==> src/rtl/if_id_imm_buffer_if.sv <==
// ---------------------------------------------------------------------------
// if_id_imm_buffer_if
//
// Purpose: groups the fetch-side inputs and decode-side outputs of the
// IF/ID immediate-assembly buffer into one bundle.
//
// Signals:
//   instr_in      16  instruction word from fetch (after fetch's NOP mux)
//   raw_word_in   16  unmuxed instruction-memory word, source of the immediate
//   pc_in         32  PC of the word being fetched
//   pc_plus1_in   32  PC+1 from the fetch adder
//   stall          1  hold all buffer state
//   flush          1  drop current and pending contents
//   instr_out     16  opcode word to decode
//   imm_out       16  immediate of a two-word instruction
//   imm_valid      1  imm_out belongs to instr_out
//   pc_out        32  PC of instr_out's opcode word
//   pc_plus1_out  32  PC following the complete instruction
//   valid_out      1  instr_out is a real instruction, not a bubble
//   imm_pending    1  back to fetch: waiting for the immediate word
//   bubble_count  16  bubble counter (only with IF_ID_BUBBLE_COUNT_EN)
//
// Modports:
//   master  fetch/hazard side (drives inputs, observes outputs)
//   slave   the buffer itself
//
// Optional feature macro: IF_ID_BUBBLE_COUNT_EN
// ---------------------------------------------------------------------------
interface if_id_imm_buffer_if;
    logic [15:0] instr_in;
    logic [15:0] raw_word_in;
    logic [31:0] pc_in;
    logic [31:0] pc_plus1_in;
    logic        stall;
    logic        flush;
    logic [15:0] instr_out;
    logic [15:0] imm_out;
    logic        imm_valid;
    logic [31:0] pc_out;
    logic [31:0] pc_plus1_out;
    logic        valid_out;
    logic        imm_pending;
`ifdef IF_ID_BUBBLE_COUNT_EN
    logic [15:0] bubble_count;
`endif

    modport master (
        output instr_in, raw_word_in, pc_in, pc_plus1_in, stall, flush,
        input  instr_out, imm_out, imm_valid, pc_out, pc_plus1_out,
               valid_out, imm_pending
`ifdef IF_ID_BUBBLE_COUNT_EN
        , input bubble_count
`endif
    );

    modport slave (
        input  instr_in, raw_word_in, pc_in, pc_plus1_in, stall, flush,
        output instr_out, imm_out, imm_valid, pc_out, pc_plus1_out,
               valid_out, imm_pending
`ifdef IF_ID_BUBBLE_COUNT_EN
        , output bubble_count
`endif
    );
endinterface

==> src/rtl/if_id_imm_buffer.sv <==
// ---------------------------------------------------------------------------
// if_id_imm_buffer
//
// Purpose: IF/ID pipeline register. Registers the fetched instruction, its
// PC and PC+1, and merges a two-word instruction (opcode word with bit 0 set,
// followed by a 16-bit immediate word) into a single decode bundle. While the
// immediate is outstanding, imm_pending tells fetch to put a NOP on its
// instruction path; the immediate itself is taken from raw_word_in.
//
// Ports:
//   clk  in   clock, rising edge
//   rst  in   synchronous active-high reset
//   bus  slave modport of if_id_imm_buffer_if (fetch inputs, decode outputs)
//
// Parameters:
//   NOP_WORD  instruction word emitted on bubbles
//
// Optional feature macro: IF_ID_BUBBLE_COUNT_EN adds a saturating 16-bit
// count of bubbles loaded on non-stalled edges (flush or opcode latch).
//
// Edge priority: rst > flush > stall > normal update. All outputs are
// registered.
// ---------------------------------------------------------------------------
module if_id_imm_buffer #(
    parameter logic [15:0] NOP_WORD = 16'h5000
) (
    input  logic              clk,
    input  logic              rst,
    if_id_imm_buffer_if.slave bus
);

    typedef enum logic {
        NORM = 1'b0,
        IMM  = 1'b1
    } state_t;

    state_t      state_q,        state_d;
    logic [15:0] held_instr_q,   held_instr_d;
    logic [31:0] held_pc_q,      held_pc_d;
    logic [15:0] instr_out_q,    instr_out_d;
    logic [15:0] imm_out_q,      imm_out_d;
    logic        imm_valid_q,    imm_valid_d;
    logic [31:0] pc_out_q,       pc_out_d;
    logic [31:0] pc_plus1_out_q, pc_plus1_out_d;
    logic        valid_out_q,    valid_out_d;
    logic        load_bubble;

`ifdef IF_ID_BUBBLE_COUNT_EN
    logic [15:0] bubble_count_q, bubble_count_d;
`endif

    // State register: reset first, otherwise take the next-state values.
    always_ff @(posedge clk) begin
        if (rst) begin
            state_q        <= NORM;
            held_instr_q   <= '0;
            held_pc_q      <= '0;
            instr_out_q    <= NOP_WORD;
            imm_out_q      <= '0;
            imm_valid_q    <= 1'b0;
            pc_out_q       <= '0;
            pc_plus1_out_q <= '0;
            valid_out_q    <= 1'b0;
        end else begin
            state_q        <= state_d;
            held_instr_q   <= held_instr_d;
            held_pc_q      <= held_pc_d;
            instr_out_q    <= instr_out_d;
            imm_out_q      <= imm_out_d;
            imm_valid_q    <= imm_valid_d;
            pc_out_q       <= pc_out_d;
            pc_plus1_out_q <= pc_plus1_out_d;
            valid_out_q    <= valid_out_d;
        end
    end

    // Next-state logic. Defaults hold everything, which is exactly the stall
    // behaviour; flush overrides stall. A bubble keeps the PC outputs as they
    // were since decode ignores them when valid_out is low.
    always_comb begin
        state_d        = state_q;
        held_instr_d   = held_instr_q;
        held_pc_d      = held_pc_q;
        instr_out_d    = instr_out_q;
        imm_out_d      = imm_out_q;
        imm_valid_d    = imm_valid_q;
        pc_out_d       = pc_out_q;
        pc_plus1_out_d = pc_plus1_out_q;
        valid_out_d    = valid_out_q;
        load_bubble    = 1'b0;

        if (bus.flush) begin
            load_bubble  = 1'b1;
            state_d      = NORM;
            held_instr_d = '0;
            held_pc_d    = '0;
            instr_out_d  = NOP_WORD;
            imm_out_d    = '0;
            imm_valid_d  = 1'b0;
            valid_out_d  = 1'b0;
        end else if (!bus.stall) begin
            unique case (state_q)
                NORM: begin
                    if (bus.instr_in[0]) begin
                        // Opcode of a two-word instruction: park it and
                        // emit a bubble while the immediate arrives.
                        load_bubble  = 1'b1;
                        state_d      = IMM;
                        held_instr_d = bus.instr_in;
                        held_pc_d    = bus.pc_in;
                        instr_out_d  = NOP_WORD;
                        imm_out_d    = '0;
                        imm_valid_d  = 1'b0;
                        valid_out_d  = 1'b0;
                    end else begin
                        instr_out_d    = bus.instr_in;
                        pc_out_d       = bus.pc_in;
                        pc_plus1_out_d = bus.pc_plus1_in;
                        imm_out_d      = '0;
                        imm_valid_d    = 1'b0;
                        valid_out_d    = 1'b1;
                    end
                end
                IMM: begin
                    // The incoming word is the immediate, never an opcode.
                    // pc_plus1_in now points past the immediate, which is
                    // the correct return address for the whole instruction.
                    state_d        = NORM;
                    instr_out_d    = held_instr_q;
                    pc_out_d       = held_pc_q;
                    pc_plus1_out_d = bus.pc_plus1_in;
                    imm_out_d      = bus.raw_word_in;
                    imm_valid_d    = 1'b1;
                    valid_out_d    = 1'b1;
                end
                default: state_d = NORM;
            endcase
        end
    end

`ifdef IF_ID_BUBBLE_COUNT_EN
    // Bubble counter: saturates at all-ones, cleared only by reset.
    always_comb begin
        bubble_count_d = bubble_count_q;
        if (load_bubble && (bubble_count_q != 16'hFFFF)) begin
            bubble_count_d = bubble_count_q + 16'd1;
        end
    end

    always_ff @(posedge clk) begin
        if (rst) begin
            bubble_count_q <= '0;
        end else begin
            bubble_count_q <= bubble_count_d;
        end
    end

    assign bus.bubble_count = bubble_count_q;
`else
    logic unused_bubble;
    assign unused_bubble = load_bubble;
`endif

    assign bus.instr_out    = instr_out_q;
    assign bus.imm_out      = imm_out_q;
    assign bus.imm_valid    = imm_valid_q;
    assign bus.pc_out       = pc_out_q;
    assign bus.pc_plus1_out = pc_plus1_out_q;
    assign bus.valid_out    = valid_out_q;
    assign bus.imm_pending  = (state_q == IMM);

endmodule
==> src/flat_wrapper.sv <==
// flat-port wrapper written by rule: the top's interface ports become plain ports
module if_id_imm_buffer_flat 
#(
    parameter logic [15:0] NOP_WORD = 16'h5000
)
  (clk, rst, bus_instr_in, bus_raw_word_in, bus_pc_in, bus_pc_plus1_in, bus_stall, bus_flush, bus_instr_out, bus_imm_out, bus_imm_valid, bus_pc_out, bus_pc_plus1_out, bus_valid_out, bus_imm_pending);
  if_id_imm_buffer_if bus_i ();
  input  logic clk;
  input  logic rst;
  input wire logic [$bits(bus_i.instr_in)-1:0] bus_instr_in;
  input wire logic [$bits(bus_i.raw_word_in)-1:0] bus_raw_word_in;
  input wire logic [$bits(bus_i.pc_in)-1:0] bus_pc_in;
  input wire logic [$bits(bus_i.pc_plus1_in)-1:0] bus_pc_plus1_in;
  input wire logic [$bits(bus_i.stall)-1:0] bus_stall;
  input wire logic [$bits(bus_i.flush)-1:0] bus_flush;
  output wire logic [$bits(bus_i.instr_out)-1:0] bus_instr_out;
  output wire logic [$bits(bus_i.imm_out)-1:0] bus_imm_out;
  output wire logic [$bits(bus_i.imm_valid)-1:0] bus_imm_valid;
  output wire logic [$bits(bus_i.pc_out)-1:0] bus_pc_out;
  output wire logic [$bits(bus_i.pc_plus1_out)-1:0] bus_pc_plus1_out;
  output wire logic [$bits(bus_i.valid_out)-1:0] bus_valid_out;
  output wire logic [$bits(bus_i.imm_pending)-1:0] bus_imm_pending;
  assign bus_i.instr_in = bus_instr_in;
  assign bus_i.raw_word_in = bus_raw_word_in;
  assign bus_i.pc_in = bus_pc_in;
  assign bus_i.pc_plus1_in = bus_pc_plus1_in;
  assign bus_i.stall = bus_stall;
  assign bus_i.flush = bus_flush;
  assign bus_instr_out = bus_i.instr_out;
  assign bus_imm_out = bus_i.imm_out;
  assign bus_imm_valid = bus_i.imm_valid;
  assign bus_pc_out = bus_i.pc_out;
  assign bus_pc_plus1_out = bus_i.pc_plus1_out;
  assign bus_valid_out = bus_i.valid_out;
  assign bus_imm_pending = bus_i.imm_pending;
  if_id_imm_buffer #(.NOP_WORD(NOP_WORD)) u_core (.clk(clk), .rst(rst), .bus(bus_i));
endmodule
==> config.mk <==
export PLATFORM = sky130hd
export DESIGN_NAME = if_id_imm_buffer_flat
export DESIGN_NICKNAME = d
export VERILOG_FILES = /design/src/rtl/if_id_imm_buffer_if.sv /design/src/rtl/if_id_imm_buffer.sv /design/src/flat_wrapper.sv
export SDC_FILE = /design/constraint.sdc
export NUM_CORES = 1
export LEC_CHECK = 0
export ABC_CLOCK_PERIOD_IN_PS = 3000
export CAP_MARGIN = 20
export CORE_MARGIN = 2
export CORE_UTILIZATION = 30
export DETAILED_ROUTE_END_ITERATION = 7
export PLACE_DENSITY = 0.59
export SLEW_MARGIN = 10
export SYNTH_ARGS = -nofsm -noshare
export SYNTH_HDL_FRONTEND = slang
export SYNTH_SLANG_ARGS = --single-unit
==> constraint.sdc <==
create_clock -name clk -period 3 [get_ports clk]
set_input_delay 0.6 -clock clk [delete_from_list [all_inputs] [get_ports clk]]
set_output_delay 0.6 -clock clk [all_outputs]
set_load 0.05 [all_outputs]
==> results.sh <==
export IMPL_outcome="complete, no violations"
export IMPL_dpl_instance_area_sq_mm=0.007785
export IMPL_wire_per_inst_microns=15.65
export IMPL_clk_path_buf_depth=2
export IMPL_stdcell_count=1060
export IMPL_critical_path_startpoint="u_core.bus.imm_pending"
export IMPL_dominantRegCellSynth="dfxtp_1"
export IMPL_critPathSlowestCell="clkdlybuf4s50_1"
export IMPL_setup_total_negative_slack_ns=0
export IMPL_r2r_start="u_core.bus.imm_pending"
export IMPL_insertion_delay_ns=0.41
export IMPL_finalWeightedCongestion=0.7171
export IMPL_worst_endpoint_arrival_ns=1.80
export IMPL_post_synth_inst_count=642
export IMPL_power_frac_clock=0.450
export IMPL_ctsHtreeMaxLevel=4
export IMPL_drc=0
export IMPL_cts_made_buffers=17
export IMPL_cp_endpoint="bus_imm_pending"
export IMPL_worst_setup_path_end_kind="output port"
export IMPL_dr_first_iter_drc_count=203
export IMPL_final_hold_viol_count=0
export IMPL_cts_reportedPaths_clkPinSlew_ns=0.06
export IMPL_drt_wl_total_microns=16590
export IMPL_r2r_setup_slack_ns=1.14
export IMPL_power_static_leakage_nw=2.817
export IMPL_cap_violations=0
export IMPL_drt_vias_per_instance=4.869
export IMPL_grt_overflow=0
export IMPL_vias_in_the_first_global_route=4886
export IMPL_crit_type="flop to output port"
export IMPL_period_share=0.7988
export IMPL_worst_path_bufs_invs=1
export IMPL_globalRouteTotalUtil=0.1612
export IMPL_globalRouteMet3Util=0.07133
export IMPL_grt_use_met1=0.2011
export IMPL_yosys_warnings=0
export IMPL_crit_path_start_kind="flop"
export IMPL_start_util=0.3056
export IMPL_post_synth_top_area_cell="dfxtp_1"
export IMPL_netSwitchingFraction=0.2550
export IMPL_postCtsResizedCells=0
export IMPL_synth_seq_cells=147
export IMPL_reg2reg_depth=5
export IMPL_cpPeakStageDelay_ns=0.87
export IMPL_pins_over_slew_limit=0
export IMPL_max_slew_margin=0.5090
export IMPL_worst_path_dominant_cell_family="buffers and inverters"
export IMPL_power_combinational_fraction=0.139
export IMPL_place_detailed_hpwl_microns=10530
export IMPL_ys_async_sr_fraction=0
export IMPL_die_y_microns=142.0
export IMPL_ir_drop_v=0.0005125
export IMPL_postLayoutCellArea_sq_mm=0.008408
export IMPL_cts_tree="built"
export IMPL_rows=50
export IMPL_design_die_area_sq_mm=0.02018
export IMPL_unrepaired_setup_endpoints_after_global_routing="no"
export IMPL_cts_num_sinks=147
export IMPL_internal_power_mw=3.716
export IMPL_cts_hold_buf=0
export IMPL_initial_antenna_violation_count=1
export IMPL_largest_net_degree_at_the_start_of_global_routing=66
export IMPL_clockRootBuffer="clkbuf_16"
export IMPL_clock_fmax_mhz=417.3
export IMPL_synth_area_sq_mm=0.005717
export IMPL_grt_busiest_layer="met2"
export IMPL_syn_nets=742
export IMPL_finalSetupViolCount=0
export IMPL_dieWidth_microns=142.0
export IMPL_first_pass_iters=4
export IMPL_worst_path_stages=1
export IMPL_yosysMostFrequentCell="dfxtp_1"
export IMPL_layout_cell_share_with_drive_strength_beyond_1=0.07506
export IMPL_reg_power_frac=0.411
export IMPL_yosys_area_top_type_share=0.5148
export IMPL_antennaDiodeCount=0
export IMPL_synth_edf_count=0
export IMPL_timing_hold_worst_class="flop to flop"
export IMPL_yosysUniqueCellTypes=28
export IMPL_finish_net_count=913
export IMPL_postCtsSetupRepairBufs=0
export IMPL_io_pins=199
export IMPL_actual_slew_at_the_worst_max_slew_pin_ns=0.7364
export IMPL_gr_usage_met2=0.2591
export IMPL_synth_top_cells_by_area="dfxtp_1 (51%), a21oi_1 (9.8%), nand2_1 (6.2%)"
export IMPL_fin_crit_ns=2.397
export IMPL_p_per_area_mw_per_mm2=593.2
export IMPL_first_pass_grt_wire_length_microns=25970
export IMPL_antenna_left=0
export IMPL_p_switching_mw=1.272
export IMPL_worstReg2RegEnd="u_core.bus.imm_out[13]"
export IMPL_dp_cells=1028
export IMPL_critPathRequiredTime_ns=2.40
export IMPL_ys_top_cells_by_count="dfxtp_1 (147), a21oi_1 (112), nand2_1 (95)"
export IMPL_yosysSeqAreaShare=0.5148
export IMPL_skew_ns=0.007003
export IMPL_io_buffers=198
export IMPL_detailroute_via_count=5161
export IMPL_design_core_area_sq_mm=0.01871
export IMPL_critPathMaxFanout=22
export IMPL_area_growth_synth_to_final_pct=47.08
export IMPL_syn_area_per_cell_sq_um=8.905
export IMPL_timing_critical_path_cells="clkdlybuf4s50_1"
sequential cells by signal, indices dropped and copies added, names as in the netlist:
register                 count
u_core.bus.pc_out           32
u_core.bus.pc_plus1_out     32
u_core.held_pc_q            32
u_core.bus.imm_out          16
u_core.bus.instr_out        16
u_core.held_instr_q         16
u_core.bus.imm_pending       1
u_core.bus.imm_valid         1
u_core.bus.valid_out         1
layout make-up:
| type | instances | area (sq um) |
|---|---|---|
| sequential | 147 | 2947 |
| clock inverter | 13 | 180.2 |
| multi-input combinational | 431 | 2426 |
| tap | 234 | 292.8 |
| clock buffer | 19 | 442.9 |
| timing repair buffer | 216 | 2120 |
| fill | 1835 | 10300 |
through the flow:
stage                 util  hold slack (ns)  power, mW  setup slack, ns
floorplan                -           0.4329      2.496            1.380
global route        0.4495           0.4689      5.198           0.5417
finish              0.4495           0.4527      4.988           0.6035
detailed placement  0.4162           0.4463      2.793           0.4341
global placement    0.4162           0.4382      2.792           0.4881
CTS                 0.4495           0.4546      5.065           0.5845
how the worst min path moves through the flow:
| stage | startpoint | to | cells after the start |
|---|---|---|---|
| floorplan | u_core.held_instr_q[12] | u_core.held_instr_q[12] | 2 |
| global placement | u_core.held_pc_q[4] | u_core.held_pc_q[4] | 2 |
| detailed placement | u_core.held_instr_q[9] | u_core.held_instr_q[9] | 2 |
| CTS | u_core.held_pc_q[30] | u_core.held_pc_q[30] | 2 |
| global route | u_core.held_instr_q[9] | u_core.held_instr_q[9] | 2 |
| finish | u_core.held_instr_q[14] | u_core.held_instr_q[14] | 2 |
per-layer routing:
metal	vias up	wire, microns
met2	180	7462
met4	2	123
li1	2608	-
met5	-	13
met1	2358	7332
met3	13	1659
layout by cell type (no fill, tap or decap), types with 2 or more instances in the layout:
master | synthesis | final
a211oi_1 | 32 | 32
a21oi_1 | 112 | 112
a221oi_1 | 13 | 13
a22oi_1 | 17 | 17
buf_2 | 29 | 2
buf_4 | 5 | 17
bufinv_16 | 0 | 4
clkbuf_16 | 0 | 17
clkdlybuf4s50_1 | 0 | 196
clkinv_2 | 0 | 5
clkinv_4 | 0 | 2
dfxtp_1 | 147 | 146
inv_6 | 0 | 2
mux2_2 | 2 | 2
mux2i_1 | 34 | 34
nand2_1 | 95 | 95
nand3_1 | 34 | 34
nor2_1 | 22 | 22
nor2b_1 | 15 | 15
nor3_1 | 14 | 14
o21ai_0 | 27 | 27
o21ai_1 | 5 | 5
or2_4 | 1 | 2
cells by family after synthesis:
logic type             after synthesis  synth area share
AOI/OAI and AO/OA                  207            0.2119
buffers and inverters               64           0.06282
DFF                                147            0.5148
muxes                               36           0.06347
and+or+nand+nor                    188            0.1471
power groups by stage:
stage | Combinational [mW] | Sequential (mW) | Clock [mW]
finish | 0.694 | 2.05 | 2.25
CTS | 0.704 | 2.05 | 2.31
global route | 0.747 | 2.05 | 2.40
floorplan | 0.242 | 2.25 | 0
global placement | 0.702 | 2.09 | 0
detailed placement | 0.701 | 2.09 | 0
No activity file was read; power rests on OpenSTA's default activity.
